--- config.mk ---
export PLATFORM = sky130hd
export DESIGN_NAME = pc_unit
export DESIGN_NICKNAME = d
export VERILOG_FILES = /design/src/rtl/pc_unit.sv
export SDC_FILE = /design/constraint.sdc
export NUM_CORES = 1
export LEC_CHECK = 0
export CORE_MARGIN = 2
export CORE_UTILIZATION = 53
export DETAILED_ROUTE_END_ITERATION = 10
export PLACE_DENSITY = 0.86
export REMOVE_ABC_BUFFERS = 1
export SLEW_MARGIN = 20
export SYNTH_ARGS = -nofsm -noshare
export SYNTH_HDL_FRONTEND = slang
export SYNTH_SLANG_ARGS = --single-unit
--- constraint.sdc ---
create_clock -name clk -period 5.86 [get_ports clk]
set_clock_uncertainty 0.2 [all_clocks]
set_input_delay 1.465 -clock clk [delete_from_list [all_inputs] [get_ports clk]]
set_output_delay 1.465 -clock clk [all_outputs]
set_load 0.01 [all_outputs]
--- src/rtl/pc_unit.sv ---
// Program counter unit: the fetch address register with trap/redirect/pending priority,
// deferral of redirects while the pipeline is held, target alignment and a handshake counter.
module pc_unit #(
  parameter int                WIDTH        = 32,
  parameter logic [WIDTH-1:0]  RESET_VECTOR = '0,
  parameter int                INST_BYTES   = 4,
  parameter int                CNT_WIDTH    = 32
) (
  input  logic                 clk,
  input  logic                 reset,
  input  logic                 stall,
  input  logic                 redirect_valid,
  input  logic [WIDTH-1:0]     redirect_target,
  input  logic                 trap_valid,
  input  logic [WIDTH-1:0]     trap_target,
  input  logic                 fetch_ready,
  output logic                 fetch_valid,
  output logic [WIDTH-1:0]     fetch_pc,
  output logic                 redirect_pending,
  output logic                 misalign_err,
  output logic [CNT_WIDTH-1:0] fetch_count
);

  localparam logic [WIDTH-1:0] ALIGN_MASK = WIDTH'(INST_BYTES - 1);
  localparam logic [WIDTH-1:0] PC_STEP    = WIDTH'(INST_BYTES);

  typedef enum logic [0:0] {IDLE = 1'b0, RUN = 1'b1} state_t;

  state_t                 state_r;
  state_t                 state_next_s;
  logic                   fetch_valid_r;
  logic                   fetch_valid_next_s;
  logic [WIDTH-1:0]       fetch_pc_r;
  logic [WIDTH-1:0]       fetch_pc_next_s;
  logic                   pending_r;
  logic                   pending_next_s;
  logic [WIDTH-1:0]       pending_tgt_r;
  logic [WIDTH-1:0]       pending_tgt_next_s;
  logic                   misalign_r;
  logic                   misalign_next_s;
  logic [CNT_WIDTH-1:0]   fetch_count_r;
  logic                   hs_s;
  logic                   can_change_s;

  function automatic logic [WIDTH-1:0] align_f(input logic [WIDTH-1:0] tgt);
    align_f = tgt & ~ALIGN_MASK;
  endfunction

  function automatic logic misaligned_f(input logic [WIDTH-1:0] tgt);
    misaligned_f = |(tgt & ALIGN_MASK);
  endfunction

  assign hs_s         = fetch_valid_r & fetch_ready;
  assign can_change_s = ~stall & (~fetch_valid_r | fetch_ready);

  // State register
  always_ff @(posedge clk or posedge reset) begin
    if (reset) begin
      state_r <= IDLE;
    end else begin
      state_r <= state_next_s;
    end
  end

  // Next-state: leave IDLE on the first edge out of reset, then stay in RUN
  always_comb begin
    state_next_s = state_r;
    case (state_r)
      IDLE:    state_next_s = RUN;
      RUN:     state_next_s = RUN;
      default: state_next_s = IDLE;
    endcase
  end

  // FSM output: fetch_valid is registered alongside the state it belongs to
  always_comb begin
    fetch_valid_next_s = 1'b0;
    case (state_next_s)
      IDLE:    fetch_valid_next_s = 1'b0;
      RUN:     fetch_valid_next_s = 1'b1;
      default: fetch_valid_next_s = 1'b0;
    endcase
  end

  // PC selection: trap beats everything; redirects apply only when the request may change
  always_comb begin
    fetch_pc_next_s    = fetch_pc_r;
    pending_next_s     = pending_r;
    pending_tgt_next_s = pending_tgt_r;
    misalign_next_s    = 1'b0;
    if (trap_valid) begin
      fetch_pc_next_s = align_f(trap_target);
      pending_next_s  = 1'b0;
      misalign_next_s = misaligned_f(trap_target);
    end else if (redirect_valid && can_change_s) begin
      fetch_pc_next_s = align_f(redirect_target);
      pending_next_s  = 1'b0;
      misalign_next_s = misaligned_f(redirect_target);
    end else if (redirect_valid) begin
      pending_tgt_next_s = align_f(redirect_target);
      pending_next_s     = 1'b1;
      misalign_next_s    = misaligned_f(redirect_target);
    end else if (pending_r && can_change_s) begin
      fetch_pc_next_s = pending_tgt_r;
      pending_next_s  = 1'b0;
    end else if (hs_s && !stall) begin
      fetch_pc_next_s = fetch_pc_r + PC_STEP;
    end else begin
      fetch_pc_next_s = fetch_pc_r;
    end
  end

  // Datapath and output registers
  always_ff @(posedge clk or posedge reset) begin
    if (reset) begin
      fetch_valid_r <= 1'b0;
      fetch_pc_r    <= RESET_VECTOR;
      pending_r     <= 1'b0;
      pending_tgt_r <= '0;
      misalign_r    <= 1'b0;
      fetch_count_r <= '0;
    end else begin
      fetch_valid_r <= fetch_valid_next_s;
      fetch_pc_r    <= fetch_pc_next_s;
      pending_r     <= pending_next_s;
      pending_tgt_r <= pending_tgt_next_s;
      misalign_r    <= misalign_next_s;
      if (hs_s) begin
        fetch_count_r <= fetch_count_r + CNT_WIDTH'(1);
      end else begin
        fetch_count_r <= fetch_count_r;
      end
    end
  end

  assign fetch_valid      = fetch_valid_r;
  assign fetch_pc         = fetch_pc_r;
  assign redirect_pending = pending_r;
  assign misalign_err     = misalign_r;
  assign fetch_count      = fetch_count_r;

endmodule

After elaboration in Yosys (flattened, before gate mapping)
Cells that the tools add are included.
Storage, ports and cells
  register bits after elaboration: 97
  bits in latches: 0
  bits in writable memories: 0
  ROM bits: 0
  input bits: 70
  logic and storage cells: 38
  memories: 0
Operators by class
  $add $sub $neg: 2
  multipliers: 0
  div/mod/pow operators: 0
  magnitude comparators: 0
  equality and inequality tests: 1
  shift-type cells: 0
  mux-type cells: 12
  bitwise operators: 7
  reduce and logical (&&, ||, !) cells: 10
Operator list (count)
  two-way mux 32 bit: 5
  adder 32 x 1 -> 32 bit, second input constant: 1
  adder 32 x 3 -> 32 bit, second input constant: 1
  nonzero test 4 bit: 2
  two-way mux 1 bit: 7
  inverter 1 bit: 4
  OR reduction 2 bit: 2
  logical AND 1 bit: 3
  inequality test 3 x 1 -> 1 bit, second input constant: 1
  AND reduction 3 bit: 1
  bitwise AND 1 bit: 2
  AND reduction 2 bit: 1
  logical NOT 1 bit: 1
  bitwise OR 1 bit: 1

Logic depth before layout (Yosys ltp)
Gate-level depths: netlist (run 1).
  depth in word-level cells: 8
  depth in mapped cells: 8
  gate-level depth less buffers: 6

Least setup slack after synthesis (run 1)
Ideal clock, no wire load.
  kind: in2reg
  start point: in redirect_valid
  end point: reg fetch_pc_r[29] (netlist: fetch_pc[29])
  setup time: 0.124 ns
  arrival time: 2.745 ns
  data required time: 5.536 ns
  path slack: 2.791 ns
  stages on the path: 5
  buffers on the path: 1
  cells stage by stage: buf_2 -> or3_1 -> a31oi_1 -> nor4_1 -> a211o_1
On the way
  longest elaborated chain between the ends: 3
  elaborated cells on any way between the ends: 6
  those cells by class: 1 x eq/ne; 2 x mux; 3 x reduce/logical
Ends and longest elaborated chain
  from (decl): line 12  | input logic redirect_valid,
  logical AND 1 bit: line 95  | end else if (redirect_valid && can_change_s) begin
  inequality test 3 x 1 -> 1 bit (no source line) (tied with other cells)
  AND reduction 2 bit (no source line) / two-way mux 32 bit (equally long branches)
  to (signal assigned): line 124  | fetch_pc_r <= fetch_pc_next_s;
  to (decl): line 33  | logic [WIDTH-1:0] fetch_pc_r;
Several ways; a longest one is shown, not always the timed one.
A chain may end at the register's enable or synchronous reset.

Worst setup path after layout (run 1)
  start point: in redirect_valid
  end point: reg fetch_pc_r[13] (netlist: fetch_pc[13])
The elaborated chain is that of the path after synthesis.

==> results.py, run 1 <==
metrics = {
    "synth": {
        "synthesis.area_sq_um": 5310,
        "ys_seq_area_frac": 0.4477,
        "synth_top_area_share": 0.4477,
        "ys.flop_type": "dfrtp_1",
        "ys_seq_elements": 95,
        "synth_cell_types": 64,
        "synth_cells": 539,
        "synth_top_cell_by_area": "dfrtp_1",
        "yosys-top-cells-area": "dfrtp_1 (45%), mux2_2 (6.4%), xnor2_1 (4.6%), nand2_1 (2.9%), a21oi_1 (2.8%)",
        "synth-edff-count": 0,
        "ys_async_sr_fraction": 1.000,
        "ys_warn_count": 0,
        "syn_area_per_cell_sq_um": 9.852,
    },
    "critical_path": {
        "ff2ff_path_depth": 6,
        "cpPeakStageDelay_ns": 0.87,
        "cpMaxStageDelayCell": "nor3_2",
        "r2r-end": "fetch_pc[13]",
        "crit_arrival_ns": 3.98,
        "r2r-start": "fetch_valid",
        "rrSetupSlack_ns": 3.17,
        "cp.required_ns": 5.93,
        "path_class": "input port to flip-flop",
        "start_kind": "input port",
        "crit_chain": "clkdlybuf4s50_1 > inv_1 > nor3_2 > buf_4 > a221o_1 > a21oi_1 > o31ai_1",
        "end_kind": "flip-flop",
        "crit_fanout": 16,
    },
    "layout": {
        "n_antenna_cell": 0,
        "mostFrequentLayoutCell": "clkdlybuf4s50_1",
        "multiInputGateArea_sq_um": 2725,
        "post-route-util": 0.7099,
        "nNetsFinal": 730,
        "drive_above_1_share": 0.1041,
        "area_delta_synth_final_pct": 30.07,
        "seqCellArea_sq_um": 2377,
        "fill_cells": 739,
        "final_cell_mix": "clkdlybuf4s50_1 (133), dfrtp_1 (95), nand2_1 (41)",
    },
    "min_path": {
        "min_to": "fetch_count[31]",
        "worstHoldPathType": "flip-flop to flip-flop",
        "worstHoldStart": "fetch_count[31]",
        "whs_path_depth": 1,
    },
    "sta": {
        "slew_headroom": 0.2834,
        "fin_ws_ns": 1.954,
        "period_needed_ns": 3.906,
        "hold_violations": 0,
        "whs_ns": 0.2752,
        "max_freq_ghz": 0.2560,
        "finalSetupViolCount": 0,
        "slew_viol_final": 0,
        "rsz0062_at_grt": "false",
        "worst_pin_slew_ns": 1.069,
        "finalCritPeriodShare": 0.6666,
        "fin_setup_tns_ns": 0,
    },
    "placed_design": {
        "post-dp-hpwl_mm": 10.94,
        "pre_cts_ws_ns": 1.626,
        "place_congestion": 0.9021,
        "io_buffers": 134,
    },
    "die": {
        "dieArea_sq_um": 10840,
        "start_util": 0.5458,
        "die_y_um": 104.1,
        "core-area_sq_um": 9729,
        "rows": 36,
        "fp.dieW_um": 104.1,
        "ios": 137,
    },
    "routing": {
        "via_per_inst": 6.440,
        "drt_wl_total_mm": 15.81,
        "dr.pass1.iters": 5,
        "drc": 0,
        "ant_nets": 0,
        "post_drt_wl_per_cell_um": 19.86,
        "dr_total_vias": 5126,
        "drt_iter0_drc": 426,
    },
    "global_routing": {
        "grt_pass1_vias": 5109,
        "gr-total-overflow": 0,
        "grt_pass1_wl_mm": 25.67,
        "grt_use_total": 0.2939,
        "grt_max_degree": 51,
        "antenna_found_initial": 0,
    },
    "cts": {
        "cts_resized": 0,
        "clk_latency_ns": 0.37,
        "cts_num_sinks": 95,
        "numCtsBuffers": 9,
        "cts_hold_buffers": 0,
        "cts_tree": "done",
        "htreeDepth": 3,
        "cts.clk_slew.worst_paths_ns": 0.10,
        "post_cts_buffers": 0,
        "ctsLongestPathBuffers": 2,
        "cts-root-buf": "clkbuf_8",
    },
    "power_and_ir_drop": {
        "p_leak_nw": 2.747,
        "irDropWorstVdd_uv": 224.7,
        "total_power_mw": 1.764,
        "power_density_nw_per_um2": 255.3,
    },
    "job": {
        "cap_violations": 0,
    },
    "outcome": {
        "status": "completed",
    },
}
sequential cells by signal (all words and copies together), names as in the netlist:
name              cells
fetch_valid           1
fetch_count          32
fetch_pc             30
misalign_err          1
pending_tgt_r        30
redirect_pending      1
cell type report:
type                    count  share of cell area
clock buffers              12             0.02391
clock inverters             4            0.007609
inverters                  10            0.005616
multi-input cells         402              0.3946
flip-flops and latches     95              0.3442
well taps                 133             0.02409
repair buffers            140              0.2000
per-layer routing:
metal / vias up / wire (um) / track usage
met1: 2473 / 6230 / 0.3792
met3: 61 / 1597 / 0.06391
met2: 349 / 7448 / 0.4676
met4: 0 / 529 / 0.1506
li1: 2243 / - / -
met5: - / 0 / 0
how the worst max path moves through the flow:
| stage | from | endpoint |
|---|---|---|
| final | redirect_valid | fetch_pc[13] |
| after CTS | redirect_valid | fetch_pc[13] |
| after global routing | redirect_valid | fetch_pc[13] |
| after detailed placement | redirect_valid | fetch_pc[13] |
| after floorplan | fetch_ready | fetch_pc[19] |
| after global placement | redirect_valid | fetch_pc[13] |
kinds of logic after synthesis:
logic type	synth area share
AND/OR/NAND/NOR	0.1871
AO/OA/AOI/OAI	0.1814
flip-flops	0.4477
buffers and inverters	0.04076
XOR/XNOR	0.06763
multiplexers	0.06927
adder cells (fa/ha/maj)	0.004712
other	0.001414
critical path, delay by kind of cell:
kind                   cells  cell delay [ns]
buffers and inverters      3             1.19
and+or+nand+nor            1             0.87
AOI/OAI and AO/OA          3             0.46
power by group:
part / total (mW) / switching (mW) / internal, mW
Combinational: 0.444 / 0.200 / 0.245
Clock: 0.472 / 0.240 / 0.232
Sequential: 0.847 / 0.105 / 0.743
Total: 1.76 / 0.544 / 1.22
stage by stage:
step | instance area (sq um) | cells
detailed placement | 6689 | 780
global placement | 6689 | 780
global route | 6907 | 796
CTS | 6907 | 796
finish | 6907 | 796
floorplan | 5135 | 507
synth_stat cells (11+ instances only):
| library cell | count |
|---|---|
| a221oi_1 | 11 |
| a21oi_1 | 30 |
| mux2_2 | 30 |
| nor3_1 | 18 |
| clkbuf_1 | 17 |
| nand3_1 | 23 |
| nor2_1 | 35 |
| nand2_1 | 41 |
| nand4_1 | 16 |
| o21ai_0 | 28 |
| xnor2_1 | 28 |
| dfrtp_1 | 95 |
| xor2_1 | 13 |
No activity file was read; power rests on OpenSTA's default activity.
==> inputs of run 2 (changes only) <==
--- a/config.mk
+++ b/config.mk
@@ -6,9 +6,9 @@
 export NUM_CORES = 1
 export LEC_CHECK = 0
 export CORE_MARGIN = 2
-export CORE_UTILIZATION = 53
+export CORE_UTILIZATION = 50
 export DETAILED_ROUTE_END_ITERATION = 10
-export PLACE_DENSITY = 0.86
+export PLACE_DENSITY = 0.82
 export REMOVE_ABC_BUFFERS = 1
 export SLEW_MARGIN = 20
 export SYNTH_ARGS = -nofsm -noshare
==> constraint.sdc (replaced) <==
create_clock -name clk -period 4.05 [get_ports clk]
set_clock_uncertainty 0.2 [all_clocks]
set_input_delay 1.0125 -clock clk [delete_from_list [all_inputs] [get_ports clk]]
set_output_delay 1.0125 -clock clk [all_outputs]
set_load 0.01 [all_outputs]
==> results.py, run 2 (synthesis results as in run 1) <==
metrics = {
    "cts": {
        "cts_hold_buffers": 0,
        "htreeDepth": 3,
        "post_cts_buffers": 0,
        "numCtsBuffers": 9,
        "cts_tree": "done",
        "cts_num_sinks": 95,
        "cts-root-buf": "clkbuf_8",
        "cts.clk_slew.worst_paths_ns": 0.10,
        "clk_latency_ns": 0.38,
        "ctsLongestPathBuffers": 2,
        "cts_resized": 0,
    },
    "layout": {
        "drive_above_1_share": 0.1108,
        "largest_reg_flops": 32,
        "multiInputGateArea_sq_um": 2725,
        "area_delta_synth_final_pct": 30.89,
        "final_cell_mix": "clkdlybuf4s50_1 (133), dfrtp_1 (95), nand2_1 (41)",
        "seqCellArea_sq_um": 2377,
        "mostFrequentLayoutCell": "clkdlybuf4s50_1",
        "fill_cells": 815,
        "n_antenna_cell": 0,
        "nNetsFinal": 735,
    },
    "min_path": {
        "min_to": "fetch_count[31]",
        "whs_path_depth": 1,
        "worstHoldStart": "fetch_count[31]",
        "worstHoldPathType": "flip-flop to flip-flop",
    },
    "routing": {
        "ant_nets": 0,
        "drc": 0,
        "drt_wl_total_mm": 15.47,
        "dr_total_vias": 4976,
        "post_drt_wl_per_cell_um": 19.24,
        "drt_iter0_drc": 403,
        "dr.pass1.iters": 5,
        "via_per_inst": 6.189,
    },
    "global_routing": {
        "gr-total-overflow": 0,
        "antenna_found_initial": 0,
        "grt_pass1_vias": 5002,
        "grt_use_total": 0.2811,
        "grt_pass1_wl_mm": 25.43,
        "grt_max_degree": 62,
    },
    "sta": {
        "slew_viol_final": 0,
        "fin_ws_ns": 0.9155,
        "finalCritPeriodShare": 0.7739,
        "slew_headroom": 0.4221,
        "rsz0062_at_grt": "false",
        "fin_setup_tns_ns": 0,
        "finalSetupViolCount": 0,
        "hold_violations": 0,
        "max_freq_ghz": 0.3190,
        "period_needed_ns": 3.134,
        "worst_pin_slew_ns": 0.8659,
    },
    "die": {
        "fp.dieW_um": 107.1,
        "start_util": 0.5144,
        "dieArea_sq_um": 11460,
        "core-area_sq_um": 10320,
        "ios": 137,
        "die_y_um": 107.1,
        "rows": 37,
    },
    "power_and_ir_drop": {
        "p_leak_nw": 2.769,
        "clkPwrFrac": 0.262,
        "irDropWorstVdd_uv": 295.0,
        "power.switching_mw": 0.7932,
        "total_power_mw": 2.529,
        "p_comb_frac": 0.253,
        "internal_power_mw": 1.736,
        "power_density_nw_per_um2": 363.9,
        "swShare": 0.3136,
        "sequentialPowerShare": 0.485,
    },
    "outcome": {
        "status": "completed",
    },
    "critical_path": {
        "r2r-start": "fetch_pc[12]",
        "crit_arrival_ns": 3.19,
        "crit_fanout": 12,
        "start_kind": "input port",
        "path_class": "input port to flip-flop",
        "rrSetupSlack_ns": 1.59,
        "cp.required_ns": 4.11,
        "end_kind": "flip-flop",
        "ff2ff_path_depth": 5,
        "r2r-end": "fetch_pc[29]",
    },
    "placed_design": {
        "place_congestion": 0.8603,
        "io_buffers": 134,
        "post-dp-hpwl_mm": 10.81,
        "pre_cts_ws_ns": 0.5393,
    },
    "job": {
        "cap_violations": 0,
    },
}
==> run 2: cell types whose count changed in the layout (fill, tap and decap cells not counted), sizes merged <==
cell / change
buf: +5
clkinv: +2
clkbuf: -2
==> run 2: critical path, stage by stage <==
cell             delay (ns)
clkdlybuf4s50_1        0.54
and2b_1                0.27
nor2_1                 0.24
or3_1                  0.46
buf_4                  0.31
mux2_2                 0.36
==> run 2: metrics by stage <==
| stage | hold slack (ns) | utilization | area, sq um | cells |
|---|---|---|---|---|
| 5_1_grt | 0.3240 | 0.6733 | 6950 | 804 |
| 6_report | 0.2882 | 0.6733 | 6950 | 804 |
| 4_1_cts | 0.2950 | 0.6733 | 6950 | 804 |
| 3_5_place_dp | 0.2671 | 0.6531 | 6743 | 788 |
| 3_3_place_gp | 0.2671 | 0.6531 | 6743 | 788 |
| 2_1_floorplan | 0.2505 | - | 5135 | 507 |
==> run 2: worst max path at each step <==
stage	start	slack, ns	to	cells past startpoint
CTS	fetch_ready	0.95	pending_tgt_r[20]	6
global route	fetch_ready	0.78	fetch_count[26]	6
global placement	fetch_ready	0.66	pending_tgt_r[17]	6
detailed placement	fetch_ready	0.54	pending_tgt_r[31]	6
finish	fetch_ready	0.92	pending_tgt_r[20]	6
floorplan	fetch_ready	0.34	fetch_pc[19]	5
==> run 2: per-layer routing <==
layer | vias up | wire length, um | part of all wire | GRT usage
met5 | - | 0 | 0 | 0
li1 | 2249 | - | - | -
met2 | 273 | 7290 | 0.47 | 0.4548
met1 | 2421 | 6531 | 0.42 | 0.3778
met4 | 0 | 344 | 0.022 | 0.08813
met3 | 33 | 1303 | 0.084 | 0.06079
==> run 2: power groups by stage <==
stage	Combinational, mW	Clock, mW	Sequential (mW)
finish	0.641	0.662	1.23
global route	0.695	0.705	1.25
CTS	0.640	0.663	1.22
detailed placement	0.638	0	1.24
global placement	0.616	0	1.23
floorplan	0.296	0	1.23
==> run 2: final cells by class <==
class	instances	share of cell area
clock inverter	6	0.01008
multi-input combinational	402	0.3921
tap	136	0.02448
sequential	95	0.3420
clock buffer	10	0.01980
inverter	10	0.005581
timing repair buffer	145	0.2059
==> inputs of run 3 (changes only) <==
--- a/config.mk
+++ b/config.mk
@@ -6,9 +6,9 @@
 export NUM_CORES = 1
 export LEC_CHECK = 0
 export CORE_MARGIN = 2
-export CORE_UTILIZATION = 50
+export CORE_UTILIZATION = 45
 export DETAILED_ROUTE_END_ITERATION = 10
-export PLACE_DENSITY = 0.82
+export PLACE_DENSITY = 0.78
 export REMOVE_ABC_BUFFERS = 1
 export SLEW_MARGIN = 20
 export SYNTH_ARGS = -nofsm -noshare
==> constraint.sdc (replaced) <==
create_clock -name clk -period 2.6 [get_ports clk]
set_clock_uncertainty 0.2 [all_clocks]
set_input_delay 0.65 -clock clk [delete_from_list [all_inputs] [get_ports clk]]
set_output_delay 0.65 -clock clk [all_outputs]
set_load 0.01 [all_outputs]
==> results.py, run 3 (synthesis results as in run 1) <==
metrics = {
    "outcome": {
        "status": "completed",
    },
    "routing": {
        "dr.pass1.iters": 5,
        "drc": 0,
        "post_drt_wl_per_cell_um": 19.08,
        "via_per_inst": 6.083,
        "drt_wl_total_mm": 16.31,
        "ant_nets": 0,
        "drt_iter0_drc": 427,
        "dr_total_vias": 5201,
    },
    "layout": {
        "post-route-util": 0.6433,
        "drive_above_1_share": 0.1657,
        "nNetsFinal": 779,
        "mostFrequentLayoutCell": "clkdlybuf4s50_1",
        "largest_reg_flops": 32,
        "area_delta_synth_final_pct": 38.93,
        "n_antenna_cell": 0,
        "final_cell_mix": "clkdlybuf4s50_1 (133), dfrtp_1 (95), buf_4 (53)",
    },
    "sta": {
        "finalCritPeriodShare": 0.9340,
        "slew_viol_final": 0,
        "finalSetupViolCount": 0,
        "rsz0062_at_grt": "false",
        "period_needed_ns": 2.429,
        "max_freq_ghz": 0.4118,
        "fin_setup_tns_ns": 0,
        "hold_violations": 0,
    },
    "die": {
        "start_util": 0.4631,
        "rows": 39,
        "core-area_sq_um": 11470,
        "fp.dieW_um": 112.6,
        "die_y_um": 112.6,
        "ios": 137,
        "dieArea_sq_um": 12690,
    },
    "critical_path": {
        "crit_fanout": 4,
        "r2r-end": "fetch_pc[30]",
        "end_kind": "flip-flop",
        "ff2ff_path_depth": 5,
        "r2r-start": "fetch_pc[5]",
        "crit_arrival_ns": 2.46,
        "start_kind": "input port",
        "rrSetupSlack_ns": 0.35,
        "cp.required_ns": 2.63,
        "path_class": "input port to flip-flop",
    },
    "power_and_ir_drop": {
        "power_density_nw_per_um2": 573.0,
        "p_leak_nw": 3.024,
        "irDropWorstVdd_uv": 389.3,
        "total_power_mw": 4.227,
    },
    "cts": {
        "cts_tree": "done",
        "cts_hold_buffers": 0,
        "cts-root-buf": "clkbuf_16",
        "ctsLongestPathBuffers": 2,
        "htreeDepth": 3,
        "clk_latency_ns": 0.34,
        "numCtsBuffers": 9,
        "cts.clk_slew.worst_paths_ns": 0.07,
        "cts_resized": 0,
        "cts_num_sinks": 95,
        "post_cts_buffers": 0,
    },
    "placed_design": {
        "io_buffers": 134,
        "place_congestion": 0.8990,
        "post-dp-hpwl_mm": 11.88,
    },
    "min_path": {
        "whs_path_depth": 1,
        "worstHoldStart": "fetch_count[8]",
        "worstHoldPathType": "flip-flop to flip-flop",
        "min_to": "fetch_count[8]",
    },
    "global_routing": {
        "gr-total-overflow": 0,
        "grt_use_total": 0.2597,
        "grt_pass1_vias": 5268,
        "antenna_found_initial": 0,
        "grt_max_degree": 44,
        "grt_pass1_wl_mm": 26.41,
    },
    "job": {
        "cap_violations": 0,
    },
}
==> run 3: cell count changes in the layout (fill, tap and decap cells not counted) <==
cell / previous run / this run
buf_4: 10 / 53
clkbuf_8: 10 / 0
clkbuf_16: 0 / 9
buf_12: 1 / 2
bufinv_16: 1 / 0
clkinv_4: 2 / 1
inv_4: 0 / 1
inv_6: 0 / 1
inv_8: 0 / 1
==> run 3: cell type report <==
type | instances | area [sq um]
Tap cell | 143 | 178.9
Fill cell | 895 | 4090
Clock buffer | 9 | 225.2
Timing Repair Buffer | 189 | 1774
Inverter | 10 | 40.04
Clock inverter | 7 | 56.30
Sequential cell | 95 | 2377
Multi-Input combinational cell | 402 | 2725
==> run 3: how the worst max path moves through the flow <==
stage,slack (ns),endpoint,from
6_report,0.17,fetch_count[26],fetch_ready
5_1_grt,0.00003,fetch_count[26],fetch_ready
4_1_cts,0.16,fetch_count[26],fetch_ready
3_5_place_dp,-0.21,fetch_count[26],fetch_ready
3_3_place_gp,-0.20,fetch_count[26],fetch_ready
2_1_floorplan,-0.74,fetch_pc[19],fetch_ready
==> run 3: power by group <==
part	internal (mW)	switching, mW	leakage, nW
clock network	0.659	0.605	0.130
registers	1.68	0.224	1.17
logic	0.601	0.463	1.73
==> run 3: worst max-delay path: stages <==
cell and delay, ns:
clkdlybuf4s50_1 0.50, buf_4 0.13, nand3_1 0.12, nand4bb_1 0.28, nor4_1 0.36, buf_4 0.19
nand4_1 0.11, xnor2_1 0.14
==> run 3: metrics by stage <==
stage,hold slack [ns],setup WS (ns),std cells,area (sq um)
after floorplan,0.2505,-0.7431,507,5135
after global placement,0.2652,-0.1958,839,7096
after detailed placement,0.2769,-0.2103,839,7096
after CTS,0.2905,0.1631,855,7377
after global routing,0.3169,0.00002909,855,7377
final,0.2899,0.1715,855,7377
==> run 3: per-layer routing <==
layer	routed length [um]	GRT usage	up-vias
li1	-	-	2344
met1	6506	0.3337	2568
met2	7945	0.4331	268
met3	1594	0.07289	21
met4	263	0.06992	0
met5	0	0	-
